$ cat src/rtl/parking_flow_decoder.sv
// Decodes the outer/inner beam sequence at the parking gate into entry and exit
// events and tracks occupancy against a fixed capacity.
module parking_flow_decoder #(
    parameter int CAPACITY = 15,
    parameter int WIDTH    = 4
) (
    input  logic             clk,
    input  logic             rst_n,
    input  logic             sensor_a,
    input  logic             sensor_b,
    output logic             entry_pulse,
    output logic             exit_pulse,
    output logic             error_pulse,
    output logic [WIDTH-1:0] count,
    output logic             full,
    output logic             empty
);

    typedef enum logic [2:0] {
        IDLE,
        IN_A,
        IN_AB,
        IN_B,
        OUT_B,
        OUT_AB,
        OUT_A
    } state_t;

    localparam logic [WIDTH-1:0] CAP = WIDTH'(CAPACITY);

    state_t           state_reg;
    logic [WIDTH-1:0] count_reg;
    logic             entry_reg;
    logic             exit_reg;
    logic             error_reg;
    logic [1:0]       ab;

    assign ab = {sensor_a, sensor_b};

    always_ff @(posedge clk) begin
        if (!rst_n) begin
            state_reg <= IDLE;
            count_reg <= '0;
            entry_reg <= 1'b0;
            exit_reg  <= 1'b0;
            error_reg <= 1'b0;
        end else begin
            entry_reg <= 1'b0;
            exit_reg  <= 1'b0;
            error_reg <= 1'b0;
            case (state_reg)
                IDLE: begin
                    case (ab)
                        2'b10:   state_reg <= IN_A;
                        2'b01:   state_reg <= OUT_B;
                        2'b11:   error_reg <= 1'b1;
                        default: state_reg <= IDLE;
                    endcase
                end
                IN_A: begin
                    case (ab)
                        2'b11:   state_reg <= IN_AB;
                        2'b00:   state_reg <= IDLE;
                        2'b01: begin
                            state_reg <= IDLE;
                            error_reg <= 1'b1;
                        end
                        default: state_reg <= IN_A;
                    endcase
                end
                IN_AB: begin
                    case (ab)
                        2'b01:   state_reg <= IN_B;
                        2'b10:   state_reg <= IN_A;
                        2'b00: begin
                            state_reg <= IDLE;
                            error_reg <= 1'b1;
                        end
                        default: state_reg <= IN_AB;
                    endcase
                end
                IN_B: begin
                    case (ab)
                        2'b11:   state_reg <= IN_AB;
                        2'b00: begin
                            // Vehicle cleared the inner beam: entry completes here
                            state_reg <= IDLE;
                            if (count_reg < CAP) begin
                                count_reg <= count_reg + WIDTH'(1);
                                entry_reg <= 1'b1;
                            end else begin
                                error_reg <= 1'b1;
                            end
                        end
                        2'b10: begin
                            state_reg <= IDLE;
                            error_reg <= 1'b1;
                        end
                        default: state_reg <= IN_B;
                    endcase
                end
                OUT_B: begin
                    case (ab)
                        2'b11:   state_reg <= OUT_AB;
                        2'b00:   state_reg <= IDLE;
                        2'b10: begin
                            state_reg <= IDLE;
                            error_reg <= 1'b1;
                        end
                        default: state_reg <= OUT_B;
                    endcase
                end
                OUT_AB: begin
                    case (ab)
                        2'b10:   state_reg <= OUT_A;
                        2'b01:   state_reg <= OUT_B;
                        2'b00: begin
                            state_reg <= IDLE;
                            error_reg <= 1'b1;
                        end
                        default: state_reg <= OUT_AB;
                    endcase
                end
                OUT_A: begin
                    case (ab)
                        2'b11:   state_reg <= OUT_AB;
                        2'b00: begin
                            state_reg <= IDLE;
                            if (count_reg != '0) begin
                                count_reg <= count_reg - WIDTH'(1);
                                exit_reg  <= 1'b1;
                            end else begin
                                error_reg <= 1'b1;
                            end
                        end
                        2'b01: begin
                            state_reg <= IDLE;
                            error_reg <= 1'b1;
                        end
                        default: state_reg <= OUT_A;
                    endcase
                end
                default: state_reg <= IDLE;
            endcase
        end
    end

    assign entry_pulse = entry_reg;
    assign exit_pulse  = exit_reg;
    assign error_pulse = error_reg;
    assign count       = count_reg;
    assign full        = (count_reg == CAP);
    assign empty       = (count_reg == '0);

endmodule

$ cat config.mk
export PLATFORM = sky130hd
export DESIGN_NAME = parking_flow_decoder
export DESIGN_NICKNAME = d
export VERILOG_FILES = /design/src/rtl/parking_flow_decoder.sv
export SDC_FILE = /design/constraint.sdc
export NUM_CORES = 1
export LEC_CHECK = 0
export ABC_CLOCK_PERIOD_IN_PS = 2360
export CORE_MARGIN = 5
export CORE_UTILIZATION = 48
export DETAILED_ROUTE_END_ITERATION = 6
export PLACE_DENSITY = 0.8
export SKIP_CTS_REPAIR_TIMING = 1
export SYNTH_ARGS = -nofsm -noshare
export SYNTH_HDL_FRONTEND = slang
export SYNTH_SLANG_ARGS = --single-unit
$ cat constraint.sdc
create_clock -name clk -period 2.36 [get_ports clk]
set_input_delay 0.472 -clock clk [delete_from_list [all_inputs] [get_ports clk]]
set_output_delay 0.472 -clock clk [all_outputs]
set_load 0.02 [all_outputs]
==> reports/metrics.yaml, run 1 <==
status:
  status: "finished clean"
grt:
  grt_max_degree: 18
  first_global_vias: 734
  antenna_found_initial: 0
  grt_overflow: 0
  grt_pass1_wl_mm: 3.24
  grtUsageTotal: 0.157
floorplan:
  die_area_um2: 2680
  ios: 13
  rows: 15
  die_w_um: 51.7
  coreArea_um2: 1690
  start_util: 0.495
  dieHeight_um: 51.7
detailed_routing:
  routed_wl_mm: 1.82
  routedWlPerCell_um: 13.5
  drtAntennaViolNets: 0
  drtIter0Drc: 43
  dr.pass1.iters: 4
  viasPerCell: 6.16
  drc: 0
  vias: 832
cells_and_area:
  drive_gt1_frac: 0.144
  multi_input_area_um2: 572
  nFillCells: 151
  layout.nets: 133
  area_growth_pct: 25.7
  regArea_um2: 200
  final_cell_mix: "clkdlybuf4s50_1, dfxtp_1, inv_1, ha_1, buf_4"
  mostFrequentLayoutCell: "clkdlybuf4s50_1"
  n_antenna_cell: 0
  largest_reg_flops: 4
timing:
  max_freq_mhz: 446
  skew_ns: 0.0101
  final-setup-viol-count: 0
  tightestPinTransition_ns: 0.437
  fin_crit_sh: 0.950
  rsz0062_at_grt: "false"
  relSlewSlack: 0.704
  slew_viol_final: 0
  post-route-min-period_ns: 2.24
  finalHoldViolations: 0
  finalSetupTns_ns: 0
worst_setup_path:
  cp_slowest_cell: "clkdlybuf4s50_1"
  path_max_fanout: 6
  path_class: "flop to primary output"
  endpoint: "empty"
  end_kind: "primary output"
  r2r-start: "state_reg[0]"
  startpoint: "count[1]"
  path_depth: 2
  reg2regPathDepth: 7
  cp_num_buf_inv: 1
  start_kind: "flop"
  worstPathArrival_ns: 1.77
  path_cells: "nor4_4 > clkdlybuf4s50_1"
  cpPeakStageDelay_ns: 0.67
  rr_endpoint: "count[3]"
  crit_family: "buffers and inverters"
  crit_required_ns: 1.89
  reg2reg_slack_ns: 0.47
clock_network:
  clockRootBuffer: "clkbuf_4"
  clock_latency_ns: 0.27
  htree_levels: 1
  clock-sinks: 10
  clk_path_buf_depth: 2
  cts_tree: "built"
  cts_made_buffers: 3
  cts.clk_slew.worst_paths_ns: 0.08
synth:
  synth_area_um2: 836
  syn_nets: 114
  yosysUniqueCellTypes: 40
  synth-seq-cells: 10
  synthFlopType: "dfxtp_1"
  yosysWarnings: 0
  syn-instance-count: 100
  syn-mean-instance-area_um2: 8.36
  ys_seq_area_frac: 0.240
  synth-edff-count: 0
  synthArstFlopShare: 0
hold_path:
  min_path_type: "flop to flop"
placed_design:
  post-dp-hpwl_mm: 1.37
  numPortBuffers: 12
  gp_congestion: 0.817
run:
  cap_violations: 0
power_and_ir_drop:
  p_per_area_nw_per_um2: 390
  power.leakage_nw: 0.439
  total_power_mw: 0.410
  ir_drop_mv: 0.148
-- metal layers --
layer | track usage | wire length (um)
met4 | 0.0917 | 38
met1 | 0.201 | 756
met2 | 0.254 | 872
met3 | 0.0172 | 149
met5 | 0 | 0
-- synth_stat cells, types with 2 or more instances --
master,number,area [um2]
a211oi_1,2,15.0
a21oi_1,7,35.0
buf_2,4,20.0
dfxtp_1,10,200
ha_1,9,113
inv_1,9,33.8
mux2i_1,4,40.0
nand2_1,6,22.5
nand2b_1,2,12.5
nand3_1,5,25.0
nand3b_1,2,15.0
nor2_1,7,26.3
nor3_1,2,10.0
o21ai_0,3,15.0
o22ai_1,2,12.5
xnor2_1,2,17.5
-- layout make-up --
type / count / share of cell area
flip-flops and latches: 10 / 0.190
clock buffers: 4 / 0.0345
inverters: 9 / 0.0321
multi-input cells: 74 / 0.544
repair buffers: 21 / 0.179
well taps: 17 / 0.0202
-- how the worst min path moves through the flow --
stage,start,end,slack [ns],depth (start not counted)
4_1_cts,count[3],count[3],0.53,2
3_5_place_dp,count[3],count[3],0.52,2
2_1_floorplan,count[3],count[3],0.58,2
6_report,count[3],count[3],0.57,2
3_3_place_gp,count[3],count[3],0.51,2
5_1_grt,count[3],count[3],0.59,2
-- tightest hold or removal path: cells and delay by family (launching register included) --
kind	cells	cell delay (ns)
DFF	1	0.37
AOI/OAI and AO/OA	2	0.15
-- report_power, final --
group	switching [mW]	internal, mW
Clock	0.0672	0.0937
Combinational	0.0401	0.0350
Sequential	0.00153	0.173
Total	0.109	0.301
-- kinds of logic (layout without fill, tap and decap cells) --
kind of cell,Yosys count,after routing,share of synthesized area
compound gates,25,25,0.201
fa+ha+maj,10,10,0.159
buf+inv,16,34,0.0868
mux,5,5,0.0614
simple gates,32,32,0.232
xor+xnor,2,2,0.0210
flops,10,10,0.240
-- metrics by stage --
step	utilization	std cells	setup slack (ns)	hold slack [ns]	area, um2
floorplan	-	100	0.413	0.584	836
global placement	0.596	131	0.0697	0.507	1010
detailed placement	0.596	131	0.00433	0.519	1010
CTS	0.617	135	0.0146	0.533	1040
global route	0.622	135	0.0320	0.587	1050
finish	0.622	135	0.117	0.568	1050
(Power assumes the default switching activity.)
==> inputs of run 2 (changes only) <==
--- a/config.mk
+++ b/config.mk
@@ -9,7 +9,7 @@
 export CORE_MARGIN = 5
 export CORE_UTILIZATION = 48
 export DETAILED_ROUTE_END_ITERATION = 6
-export PLACE_DENSITY = 0.8
+export PLACE_DENSITY = 0.81
 export SKIP_CTS_REPAIR_TIMING = 1
 export SYNTH_ARGS = -nofsm -noshare
 export SYNTH_HDL_FRONTEND = slang
==> run 2 against run 1 <==
Cell area down 2.0%. Via count down 10%. Global-route usage down 1.9 points. Sequential share of layout area up 0.39 points. Final cell count down 1.5%. Critical path depth unchanged. Sequential power about the same. Clock-buffer cell count down 1. Critical path type unchanged. Critical endpoint unchanged. Largest power group unchanged. Highest routed layer unchanged.
==> reports/metrics.yaml, run 2 (synthesized netlist as in run 1, its figures left out) <==
status:
  status: "finished clean"
timing:
  max_freq_mhz: 453
  tightestPinTransition_ns: 0.434
  relSlewSlack: 0.706
  finalHoldViolations: 0
  finalSetupTns_ns: 0
  skew_ns: 0.00601
  final-setup-viol-count: 0
  fin_crit_sh: 0.936
  slew_viol_final: 0
  post-route-min-period_ns: 2.21
  rsz0062_at_grt: "false"
grt:
  grtUsageTotal: 0.139
  first_global_vias: 672
  grt_overflow: 0
  grt_pass1_wl_mm: 2.77
  grt_max_degree: 18
  antenna_found_initial: 0
clock_network:
  cts.clk_slew.worst_paths_ns: 0.06
  htree_levels: 1
  clk_path_buf_depth: 2
  cts_tree: "built"
  clock-sinks: 10
  clock_latency_ns: 0.27
  cts_made_buffers: 3
  clockRootBuffer: "clkbuf_4"
floorplan:
  start_util: 0.495
  ios: 13
  dieHeight_um: 51.7
  coreArea_um2: 1690
  die_area_um2: 2680
  rows: 15
  die_w_um: 51.7
placed_design:
  gp_congestion: 0.845
  post-dp-hpwl_mm: 1.30
  numPortBuffers: 12
  dp_cells: 130
power_and_ir_drop:
  power.leakage_nw: 0.426
  pwr-share-comb: 0.198
  p_per_area_nw_per_um2: 354
  p_sw_mw: 0.0992
  clkPwrFrac: 0.325
  p_int_mw: 0.266
  pwr-share-seq: 0.477
  switching_share: 0.272
  ir_drop_mv: 0.169
detailed_routing:
  drtIter0Drc: 9
  drc: 0
  drtAntennaViolNets: 0
  dr.pass1.iters: 4
  routedWlPerCell_um: 12.1
  vias: 748
  routed_wl_mm: 1.61
  viasPerCell: 5.62
cells_and_area:
  stdcell_count: 133
  largest_reg_flops: 4
  area_growth_pct: 23.2
  layout.nets: 132
  final_cell_mix: "clkdlybuf4s50_1, dfxtp_1, inv_1, ha_1, buf_4"
  n_antenna_cell: 0
  mostFrequentLayoutCell: "clkdlybuf4s50_1"
  drive_gt1_frac: 0.129
run:
  cap_violations: 0
hold_path:
  min_path_type: "flop to flop"
worst_setup_path:
  crit_required_ns: 1.89
  path_class: "flop to primary output"
  worstPathArrival_ns: 1.74
  path_max_fanout: 6
  start_kind: "flop"
  end_kind: "primary output"
-- run 2: changes by cell type in the layout (fill, tap and decap cells not counted) --
cell / previous run / this run
buf_4: 9 / 8
clkbuf_8: 1 / 0
-- run 2: through the flow --
stage / setup slack [ns] / instance area [um2] / power, mW / utilization / hold WS (ns)
global placement: 0.0507 / 998 / 0.249 / 0.591 / 0.506
floorplan: 0.413 / 836 / 0.226 / - / 0.584
CTS: 0.0516 / 1020 / 0.369 / 0.604 / 0.544
finish: 0.151 / 1030 / 0.365 / 0.610 / 0.562
detailed placement: 0.0127 / 998 / 0.250 / 0.591 / 0.533
global route: 0.0906 / 1030 / 0.385 / 0.610 / 0.591
-- run 2: final cells by class --
| class | count | area, um2 |
|---|---|---|
| clock buffer | 3 | 22.5 |
| fill | 153 | 659 |
| inverter | 9 | 33.8 |
| multi-input combinational | 74 | 572 |
| sequential | 10 | 200 |
| tap | 17 | 21.3 |
| timing repair buffer | 20 | 180 |
-- run 2: critical path: stages (launching register included) --
cell and delay [ns]:
dfxtp_1 0.38, nor4_4 0.41, clkdlybuf4s50_1 0.68
-- run 2: path summary, 6_finish.rpt --
check | from | cells after the start | endpoint | slack (ns)
setup reg to reg | state_reg[0] | 7 | count[3] | 0.55
hold reg to reg | count[3] | 2 | count[3] | 0.56
setup / recovery | count[1] | 2 | empty | 0.15
hold / removal | count[3] | 2 | count[3] | 0.56
-- run 2: power groups by stage --
stage | sequential, mW | clock (mW) | combinational (mW)
2_1_floorplan | 0.179 | 0 | 0.0471
3_3_place_gp | 0.178 | 0 | 0.0713
3_5_place_dp | 0.178 | 0 | 0.0724
4_1_cts | 0.174 | 0.123 | 0.0726
5_1_grt | 0.175 | 0.130 | 0.0808
6_report | 0.174 | 0.119 | 0.0722
-- run 2: metal layers --
layer / track usage / up-vias / share of wire
met5: 0 / - / 0
met4: 0.105 / 0 / 0.022
met3: 0.00860 / 3 / 0.040
met2: 0.229 / 14 / 0.48
met1: 0.168 / 340 / 0.46
li1: - / 391 / -
==> inputs of run 3 (changes only) <==
==> constraint.sdc (replaced) <==
create_clock -name clk -period 2.36 [get_ports clk]
set_input_delay 0.472 -clock clk [delete_from_list [all_inputs] [get_ports clk]]
set_output_delay 0.472 -clock clk [all_outputs]
set_load 0.05 [all_outputs]
==> run 3 against run 2 <==
Clock-buffer cell count grew 1. Combinational power rose by 8.0%. Wire length grew 11%. Critical endpoint is now count[3]. Sequential share of layout area is 0.16 points lower. Clock power is 29% higher. Hold slack got worse by 0.011 ns. Core utilization increased by 0.52 points. Setup slack better by 0.11 ns. Power up 11%. Critical path depth rose by 5. Via count is 7.1% higher.
==> reports/metrics.yaml, run 3 (synthesized netlist as in run 1, its figures left out) <==
timing:
  post-route-min-period_ns: 2.10
  fin_crit_sh: 0.890
  rsz0062_at_grt: "false"
  slew_viol_final: 0
  finalSetupTns_ns: 0
  skew_ns: 0.00139
  postLayoutSetupSlackWorst_ns: 0.260
  tightestPinTransition_ns: 0.496
  final-setup-viol-count: 0
  relSlewSlack: 0.668
  max_freq_mhz: 476
  finalHoldViolations: 0
clock_network:
  clock_latency_ns: 0.26
  htree_levels: 1
  clk_path_buf_depth: 2
  clock-sinks: 10
  cts_tree: "built"
  cts_made_buffers: 3
  cts.clk_slew.worst_paths_ns: 0.07
  clockRootBuffer: "clkbuf_4"
floorplan:
  start_util: 0.495
  coreArea_um2: 1690
  die_area_um2: 2680
  ios: 13
  rows: 15
  dieHeight_um: 51.7
  die_w_um: 51.7
worst_setup_path:
  path_max_fanout: 4
  cpPeakStageDelay_ns: 0.50
  worstPathArrival_ns: 2.30
  start_kind: "input port"
  crit_family: "simple AND/OR/NAND/NOR gates"
  cp_slowest_cell: "or4_1"
  reg2reg_slack_ns: 0.52
  path_cells: "clkdlybuf4s50_1 > inv_1 > ha_1 > nand4b_1 > o22a_1 > or4_1 > a21oi_1"
  crit_required_ns: 2.56
  path_class: "input port to flop"
  end_kind: "flop"
  cp_num_buf_inv: 2
grt:
  grt_pass1_wl_mm: 2.95
  grtUsageMet1: 0.165
  grt_use_met2: 0.271
  grtUsageTotal: 0.146
  antenna_found_initial: 0
  first_global_vias: 695
  grt.busiest_layer: "met2"
  grt_overflow: 0
  grtUsageMet3: 0.0172
  grt_max_degree: 18
cells_and_area:
  layout.nets: 132
  regArea_um2: 200
  area_growth_pct: 24.3
  final_cell_mix: "dfxtp_1, clkdlybuf4s50_1, buf_4, inv_1, ha_1"
  n_antenna_cell: 0
  drive_gt1_frac: 0.154
  largest_reg_flops: 4
  nFillCells: 139
  multi_input_area_um2: 572
placed_design:
  gp_congestion: 0.850
  numPortBuffers: 12
  place_ws_ns: -0.00687
  post-dp-hpwl_mm: 1.36
detailed_routing:
  routed_wl_mm: 1.80
  drc: 0
  dr.pass1.iters: 4
  drtAntennaViolNets: 0
  vias: 801
  routedWlPerCell_um: 13.4
  drtIter0Drc: 18
  viasPerCell: 5.98
hold_path:
  min_path_type: "flop to flop"
power_and_ir_drop:
  ir_drop_mv: 0.163
  power.leakage_nw: 0.435
  p_per_area_nw_per_um2: 391
run:
  cap_violations: 0
status:
  status: "finished clean"
[run 3: changes by cell type in the layout (fill, tap and decap cells not counted), sizes merged]
cell / change
clkdlybuf4s50: -2
buf: +2
clkbuf: +1
[run 3: stage by stage]
step	power, mW	std cells	area [um2]	hold slack (ns)	util
after floorplan	0.230	100	845	0.588	-
after global placement	0.253	130	1000	0.522	0.593
after detailed placement	0.255	130	1000	0.542	0.593
after CTS	0.405	134	1040	0.551	0.615
after global routing	0.424	134	1040	0.579	0.615
final	0.406	134	1040	0.551	0.615
[run 3: final cells by class]
cell class,instances,share of cell area
Multi-Input combinational cell,74,0.551
Inverter,9,0.0325
Timing Repair Buffer,20,0.169
Sequential cell,10,0.193
Tap cell,17,0.0205
Clock buffer,4,0.0349
[run 3: power breakdown]
group | switching (mW) | internal [mW]
combinational | 0.0440 | 0.0340
sequential | 0.00157 | 0.173
clock | 0.0606 | 0.0937
total | 0.106 | 0.300
[run 3: routing by layer]
metal	wire [um]	part of all wire
met1	750	0.42
met2	943	0.52
met3	72	0.040
met4	30	0.017
met5	0	0
[run 3: final timing paths]
path,start,to,cells past startpoint
worst max-delay path,sensor_b,count[3],7
worst min-delay path,count[3],count[3],2
worst max register to register,state_reg[0],count[3],7
worst min register to register,count[3],count[3],2
[run 3: tightest hold or removal path, stage by stage (launching register included)]
cell     delay [ns]
dfxtp_1        0.36
o31ai_1        0.09
a21oi_1        0.06
